`config.mk`:
```
export PLATFORM = sky130hd
export DESIGN_NAME = seq_mag_comp
export DESIGN_NICKNAME = d
export VERILOG_FILES = /design/src/rtl/seq_comp_pkg.sv /design/src/rtl/comp_digit.sv /design/src/rtl/seq_mag_comp.sv
export SDC_FILE = /design/constraint.sdc
export NUM_CORES = 1
export LEC_CHECK = 0
export BUFFER_PORTS_ARGS = -buffer_cell sky130_fd_sc_hd__buf_2
export CELL_PAD_IN_SITES_DETAIL_PLACEMENT = 2
export CELL_PAD_IN_SITES_GLOBAL_PLACEMENT = 2
export CORE_MARGIN = 5
export CORE_UTILIZATION = 40
export DETAILED_ROUTE_END_ITERATION = 8
export GPL_TIMING_DRIVEN = 0
export PLACE_DENSITY_LB_ADDON = 0.1
export RECOVER_POWER = 100
export SLEW_MARGIN = 25
export SYNTH_ARGS = -nofsm -noshare
export SYNTH_HDL_FRONTEND = slang
export SYNTH_SLANG_ARGS = --single-unit
```
`constraint.sdc`:
```
create_clock -name clk -period 5.7 [get_ports clk]
set_input_delay 1.71 -clock clk [delete_from_list [all_inputs] [get_ports clk]]
set_output_delay 1.71 -clock clk [all_outputs]
set_load 0.02 [all_outputs]
```
`src/rtl/seq_comp_pkg.sv`:
```
// Shared types for the digit-serial magnitude comparator: FSM states and
// verdict encodings, plus the verdict-to-one-hot result mapping.
package seq_comp_pkg;

  typedef enum logic [1:0] {
    IDLE = 2'd0,
    CMP  = 2'd1,
    DONE = 2'd2
  } state_e;

  localparam logic [1:0] V_EQ = 2'd0;
  localparam logic [1:0] V_GT = 2'd1;
  localparam logic [1:0] V_LT = 2'd2;

  // Result bus ordering is {eq, gt, lt}.
  function automatic logic [2:0] verd_onehot(input logic [1:0] v);
    logic [2:0] r;
    r = 3'b000;
    case (v)
      V_EQ:    r = 3'b100;
      V_GT:    r = 3'b010;
      V_LT:    r = 3'b001;
      default: r = 3'b100;
    endcase
    return r;
  endfunction

endpackage

```
`src/rtl/comp_digit.sv`:
```
// Combinational unsigned comparator for one DIGIT-bit slice.
module comp_digit #(
  parameter int DIGIT = 4
) (
  input  logic [DIGIT-1:0] a_i,
  input  logic [DIGIT-1:0] b_i,
  output logic             eq_o,
  output logic             gt_o,
  output logic             lt_o
);

  assign eq_o = (a_i == b_i);
  assign gt_o = (a_i >  b_i);
  assign lt_o = (a_i <  b_i);

endmodule

```
`src/rtl/seq_mag_comp.sv`:
```
// Multi-cycle magnitude comparator, DIGIT bits per cycle, MSB digit first.
// Optional build macro SEQ_COMP_EARLY_EXIT_EN ends the compare at the first differing digit.
module seq_mag_comp
  import seq_comp_pkg::*;
#(
  parameter int WIDTH = 16,
  parameter int DIGIT = 4
) (
  input  logic             clk,
  input  logic             rst_n,
  input  logic             start,
  input  logic             signed_mode,
  input  logic [WIDTH-1:0] a,
  input  logic [WIDTH-1:0] b,
  output logic             busy,
  output logic             done,
  output logic             eq,
  output logic             gt,
  output logic             lt
);

  localparam int NDIG = WIDTH / DIGIT;
  localparam int CW   = (NDIG > 1) ? $clog2(NDIG) : 1;

  state_e           state_q, state_d;
  logic [WIDTH-1:0] a_q, a_d, b_q, b_d;
  logic [CW-1:0]    idx_q, idx_d;
  logic [1:0]       verd_q, verd_d;
  logic             done_q, done_d;
  logic [2:0]       res_q, res_d;

  logic [DIGIT-1:0] dig_a, dig_b;
  logic             dig_eq, dig_gt, dig_lt;
  logic [1:0]       dig_verd;
  logic             last_dig;
  logic [WIDTH-1:0] sign_flip;

  // Offset-binary trick: flipping both MSBs turns a signed compare into unsigned.
  assign sign_flip = {signed_mode, {(WIDTH-1){1'b0}}};

  assign dig_a = a_q[int'(idx_q)*DIGIT +: DIGIT];
  assign dig_b = b_q[int'(idx_q)*DIGIT +: DIGIT];

  comp_digit #(.DIGIT(DIGIT)) u_dig (
    .a_i  (dig_a),
    .b_i  (dig_b),
    .eq_o (dig_eq),
    .gt_o (dig_gt),
    .lt_o (dig_lt)
  );

  assign dig_verd = dig_gt ? V_GT : (dig_lt ? V_LT : V_EQ);
  assign last_dig = (idx_q == '0);

  always_comb begin
    state_d = state_q;
    a_d     = a_q;
    b_d     = b_q;
    idx_d   = idx_q;
    verd_d  = verd_q;
    done_d  = 1'b0;
    res_d   = res_q;
    case (state_q)
      IDLE: begin
        // done_q high means we are in the pulse cycle; starts are dropped there.
        if (start && !done_q) begin
          a_d     = a ^ sign_flip;
          b_d     = b ^ sign_flip;
          idx_d   = CW'(NDIG - 1);
          verd_d  = V_EQ;
          state_d = CMP;
        end
      end
      CMP: begin
        if (verd_q == V_EQ) verd_d = dig_verd;
        idx_d = idx_q - CW'(1);
`ifdef SEQ_COMP_EARLY_EXIT_EN
        if (last_dig || !dig_eq) state_d = DONE;
`else
        if (last_dig) state_d = DONE;
`endif
      end
      DONE: begin
        done_d  = 1'b1;
        res_d   = verd_onehot(verd_q);
        state_d = IDLE;
      end
      default: state_d = IDLE;
    endcase
  end

  always_ff @(posedge clk or negedge rst_n) begin
    if (!rst_n) begin
      state_q <= IDLE;
      a_q     <= '0;
      b_q     <= '0;
      idx_q   <= '0;
      verd_q  <= V_EQ;
      done_q  <= 1'b0;
      res_q   <= 3'b000;
    end else begin
      state_q <= state_d;
      a_q     <= a_d;
      b_q     <= b_d;
      idx_q   <= idx_d;
      verd_q  <= verd_d;
      done_q  <= done_d;
      res_q   <= res_d;
    end
  end

  assign busy         = (state_q != IDLE);
  assign done         = done_q;
  assign {eq, gt, lt} = res_q;

endmodule

```
==> impl_metrics.toml, run 1 <==
[run_status]
status = "finished with violations"
violations = "max-capacitance violations, max-slew violations"

[sta]
max_freq_ghz = 0.2943
hold_ws_ps = 488.2
tns_ps = 0
slew_violations = 43
setup_viol = 0
fin_worst_skew_ps = 7.953
layout_min_cycle_time_ps = 3398
hold_viol = 0
rsz0062_at_grt = "no"
relSlewSlack_pct = -51.79
finalCritPeriodShare_pct = 59.62
worst-slew-pin-transition_ps = 2277

[cells_and_area]
multi_input_area_sq_um = 800.8
layout_common_cells = "dfrtp_1, buf_2, mux2_2, clkbuf_1, mux2_1"
synthToLayoutAreaGrowth_pct = 15.87
final_common_cell = "dfrtp_1"
antennaDiodeCount = 0
fillers = 498
final_cells = 249
final_nets = 226
drive_above_1_share_pct = 37.91
seqCellArea_sq_um = 1051

[placement]
gp_congestion = 0.7159
io_buffer_count = 40
post-place-cells = 242
hpwlAfterDp_um = 3288

[cts]
cts_buffers = 5
cts_root_buf = "clkbuf_8"
postCtsHoldBufs = 0
clock_sinks = 42
clkTransAtPathRegs_ps = 70
cts_htree_levels = 2
ctsLongestPathBuffers = 2
cts_tree = "yes"
post_cts_buffers = 0
ctsResizeCount = 0
clk_latency_ps = 290

[yosys]
synth.avg_cell_area_sq_um = 14.54
syn_inst = 135
yosysSeqAreaShare_pct = 53.54
netlist_area_sq_um = 1963
syn_nets = 179
yosysUniqueCellTypes = 25
ys_ff_latch = 42
synth_warnings = 0

[global_route]
grt_pass1_vias = 1509
top_usage_layer = "met2"
use_met2_pct = 27.32
gr-total-overflow = 0
grt_antenna_before_repair = 0
grt_max_degree = 43
grt_usage_pct = 14.88
grtUsageMet3_pct = 4.709
grt_pass1_wl_um = 7148
gr-usage-met1_pct = 16.25

[drt]
vias = 1246
wl_per_cell_um = 17.14
drt-initial-drc-count = 23
first_pass_iters = 4
ant_nets = 0
drt_wl_total_um = 4268
vias_per_cell = 5.004
drc_errors = 0

[setup_path]
criticalPathCategory = "primary input to register"
critPathArrivalTime_ps = 3570
critPathMaxFanout = 10
worstSetupEndpointType = "register"
cp-start-kind = "primary input"
required_ps = 5870

[power]
switchingPower_w = 0.0004696
ir_drop_mv = 0.2397
power.leakage_nw = 1.037
power_frac_seq_pct = 39.9
switching_share_pct = 35.77
p_per_area_nw_per_um2 = 577.1
combinationalPowerShare_pct = 46.5
clockPowerShare_pct = 13.6
p_total_w = 0.001313
intPower_w = 0.0008432

[floorplan]
die-area_sq_um = 6409
core_area_sq_um = 4755
ioPinCount = 41
initial_core_util_pct = 41.29
rows = 25
die_w_um = 80.06
fp.dieH_um = 80.06

[hold_path]
hold_path_class = "register to register"

[run]
maxCapViolCount = 1
metrics by stage:
stage	setup WS, ps	area, sq um	utilization, %
4_1_cts	2782	2323	48.87
3_5_place_dp	2763	2247	47.26
5_1_grt	1784	2275	47.84
6_report	2302	2275	47.84
3_3_place_gp	2818	2247	47.26
2_1_floorplan	3045	1963	-
flip-flops by register name, summed over array words and instances, names as in the netlist:
register and count:
res_q 3, done 1, state_q 2, b_q 16, a_q 16, idx_q 2
verd_q 2
path summary, 6_finish.rpt:
kind                             from         end  slack (ps)  depth (start not counted)
setup / recovery                start      b_q[4]        2300                          5
min in group asynchronous       rst_n  state_q[1]        2090                          1
hold reg to reg               b_q[11]     b_q[11]         490                          1
hold / removal                b_q[11]     b_q[11]         490                          1
max in group asynchronous       rst_n     b_q[12]        2310                          1
setup reg to reg           state_q[1]      b_q[4]        3310                          4
area by class of cell:
cell class                 instances  share of cell area [%]
sequential                        42                   46.20
multi-input combinational         75                   35.20
timing repair buffer              40                   8.471
tap                               67                   3.685
clock buffer                       7                   3.355
inverter                          11                   1.815
buffer                             7                   1.265
power by group through the flow:
stage / combinational, W / clock [W] / sequential (W)
floorplan: 0.000468 / 0 / 0.000519
global placement: 0.000598 / 0 / 0.000519
detailed placement: 0.000643 / 0 / 0.000536
CTS: 0.000652 / 0.000186 / 0.000530
global route: 0.000691 / 0.000200 / 0.000543
finish: 0.000611 / 0.000178 / 0.000524
cell usage after synthesis:
cell       n  share of area, %
and2_1     1              0.32
dfrtp_1   42                54
nor2b_1    2              0.64
a21oi_1    7               1.8
mux2i_1    1              0.51
o21ai_0    2              0.51
nor3_1     2              0.51
mux4_2     8               9.2
a22o_1     1              0.45
nor2_1     2              0.38
or2_2      1              0.32
nand2_1    3              0.57
a41oi_1    1              0.45
nor4b_4    1               1.2
ha_1       8               5.1
buf_4      1              0.38
mux2_2    19                11
buf_2      1              0.25
clkbuf_1   1              0.19
inv_1     11               2.1
mux2_1    13               7.5
a21o_1     1              0.38
buf_6      3               1.7
clkbuf_2   1              0.25
xnor2_1    2              0.89
per-layer routing:
layer,wire (um),share of wire (%)
met1,1720,40
met5,0,0
met2,2241,53
met4,73,1.7
met3,232,5.4
critical path, stage by stage:
cell and delay, ps:
buf_2 80, nor4b_1 380, clkbuf_1 480, clkbuf_1 520
mux2_1 380
cell families after synthesis:
logic type               after synthesis  share of synthesized area [%]
AO/OA/AOI/OAI                         12                          3.569
AND/OR/NAND/NOR                       12                          3.952
multiplexers                          41                          28.04
XOR/XNOR                               2                         0.8925
adder cells (fa/ha/maj)                8                          5.099
buffers and inverters                 18                          4.907
flip-flops                            42                          53.54
Note: power is estimated with default switching activity, not from simulation.
==> run 2: changes to the inputs <==
--- a/config.mk
+++ b/config.mk
@@ -5,11 +5,12 @@
 export SDC_FILE = /design/constraint.sdc
 export NUM_CORES = 1
 export LEC_CHECK = 0
+export ABC_AREA = 1
 export BUFFER_PORTS_ARGS = -buffer_cell sky130_fd_sc_hd__buf_2
 export CELL_PAD_IN_SITES_DETAIL_PLACEMENT = 2
 export CELL_PAD_IN_SITES_GLOBAL_PLACEMENT = 2
 export CORE_MARGIN = 5
-export CORE_UTILIZATION = 40
+export CORE_UTILIZATION = 28
 export DETAILED_ROUTE_END_ITERATION = 8
 export GPL_TIMING_DRIVEN = 0
 export PLACE_DENSITY_LB_ADDON = 0.1
==> constraint.sdc (replaced) <==
create_clock -name clk -period 2.9 [get_ports clk]
set_input_delay 0.87 -clock clk [delete_from_list [all_inputs] [get_ports clk]]
set_output_delay 0.87 -clock clk [all_outputs]
set_load 0.02 [all_outputs]
==> run 2 against run 1 <==
The flow now finishes without violations. Synthesized cell count grew 82%. Non-clock buffer count grew 3. Worst hold slack lost 13 ps.
==> impl_metrics.toml, run 2 <==
[placement]
placed_area_sq_um = 2320
hpwlAfterDp_um = 4106
gp_congestion = 0.7591
io_buffer_count = 40

[cts]
post_cts_buffers = 0
clkTransAtPathRegs_ps = 80
clk_latency_ps = 290
cts_buffers = 5
ctsLongestPathBuffers = 2
ctsResizeCount = 0
clock_sinks = 42
cts_htree_levels = 2
postCtsHoldBufs = 0
cts_root_buf = "clkbuf_8"
cts_tree = "yes"

[drt]
first_pass_iters = 4
drt_wl_total_um = 5412
ant_nets = 0
wl_per_cell_um = 13.88
vias = 1722
drt-initial-drc-count = 33
drc_errors = 0
vias_per_cell = 4.415

[setup_path]
crit_start = "idx_q[0]"
reg2reg_setup_slack_ps = 680
required_ps = 3090
critPathArrivalTime_ps = 2410
criticalPathCategory = "register to register"
reg2reg_from = "idx_q[0]"
cp-start-kind = "register"
worstSetupEndpointType = "register"
reg2regPathDepth = 11
r2r-end = "verd_q[0]"
cp-endpoint = "verd_q[0]"
critPathMaxFanout = 10

[yosys]
synth_top_cells_by_count = "nand2_1, dfrtp_1, nor2_1, o21ai_0, inv_1"
yosysUniqueCellTypes = 18
ys.flop_type = "dfrtp_1"
synthTopCellsByArea = "dfrtp_1, nand2_1, o21ai_0"
synth.avg_cell_area_sq_um = 8.128
netlist_area_sq_um = 1999
ys_ff_latch = 42
async_flop_share_pct = 100.0
synth_top_area_share_pct = 52.57
syn_nets = 290
yosys.cell_count.top_type = "nand2_1"
synth-edff-count = 0
syn_inst = 246
yosysSeqAreaShare_pct = 52.57
yosysTopAreaCell = "dfrtp_1"
synth_warnings = 0

[cells_and_area]
synthToLayoutAreaGrowth_pct = 19.71
drive_above_1_share_pct = 16.33
top_regs = "a_q x16, b_q x16, res_q x3"
final_nets = 337
layout_common_cells = "nand2_1, dfrtp_1, buf_2, nor2_1, o21ai_0"
antennaDiodeCount = 0
final_common_cell = "nand2_1"
finalInstanceArea_sq_um = 2394

[global_route]
grt_max_degree = 43
grt_pass1_vias = 2004
grt_antenna_before_repair = 0
grt_pass1_wl_um = 9335
gr-total-overflow = 0
grt_usage_pct = 13.36

[hold_path]
hold_path_class = "register to register"
hold_depth = 2

[sta]
worst-slew-pin-transition_ps = 1049
tns_ps = 0
setup_viol = 0
hold_viol = 0
finalCritPeriodShare_pct = 76.62
relSlewSlack_pct = 30.03
max_freq_ghz = 0.4501
layout_min_cycle_time_ps = 2222
fin_worst_skew_ps = 4.313
slew_violations = 0
rsz0062_at_grt = "no"

[floorplan]
die_w_um = 94.51
core_area_sq_um = 6869
die-area_sq_um = 8931
ioPinCount = 41
rows = 30
fp.dieH_um = 94.51
initial_core_util_pct = 29.11

[run]
maxCapViolCount = 0

[power]
p_per_area_nw_per_um2 = 1142
power.leakage_nw = 1.286
ir_drop_mv = 0.4380
p_total_w = 0.002734

[run_status]
status = "finished clean"
## run 2: layer usage
layer | share of wire, % | vias up | wire length, um | global-route usage [%]
met5 | 0 | - | 0 | 0
met4 | 1.2 | 0 | 67 | 3.245
met3 | 3.5 | 5 | 189 | 3.028
met2 | 46 | 31 | 2501 | 22.34
met1 | 49 | 825 | 2654 | 17.53
li1 | - | 861 | - | -
## run 2: area by class of cell
type                            instances  area, sq um
Buffer                                 10        45.04
Timing Repair Buffer                   40        195.2
Inverter                               14        52.55
Multi-Input combinational cell        180        819.5
Tap cell                               96        120.1
Sequential cell                        42         1051
Clock buffer                            8        110.1
Fill cell                             827         4476
## run 2: worst min path at each step
stage,from,endpoint,slack (ps)
2_1_floorplan,a_q[10],a_q[10],440
3_5_place_dp,res_q[0],res_q[0],460
4_1_cts,res_q[0],res_q[0],480
5_1_grt,res_q[1],res_q[1],520
3_3_place_gp,res_q[0],res_q[0],450
6_report,res_q[1],res_q[1],480
## run 2: stage by stage
| step | cells | hold WS [ps] | util [%] | worst slack (ps) |
|---|---|---|---|---|
| 6_report | 390 | 475.5 | 34.85 | 678.1 |
| 3_3_place_gp | 382 | 448.0 | 33.77 | 1008 |
| 2_1_floorplan | 246 | 443.6 | - | 1325 |
| 4_1_cts | 390 | 479.0 | 35.37 | 923.5 |
| 5_1_grt | 390 | 519.8 | 34.85 | 375.6 |
| 3_5_place_dp | 382 | 457.9 | 33.77 | 965.4 |
## run 2: worst max-delay path, cell delays in order (launching register included)
cell      delay [ps]
dfrtp_1          480
inv_1            270
clkbuf_1         400
o21ai_0          170
o22ai_1          170
ha_1             270
nand2_1           70
nand2_1           50
nand2_1           50
nand2_1           60
nand3_1           70
nand2_1           50
## run 2: logic make-up after synthesis
kind of cell / share of synthesized area [%]
simple gates: 26.35
flops: 52.57
compound gates: 9.011
buf+inv: 6.195
fa+ha+maj: 5.006
xor+xnor: 0.8763
## run 2: where the power goes
part           switching, W  internal (W)  leakage (nW)
sequential         0.000179      0.000861         0.523
combinational      0.000790      0.000461         0.705
clock              0.000203      0.000241        0.0575
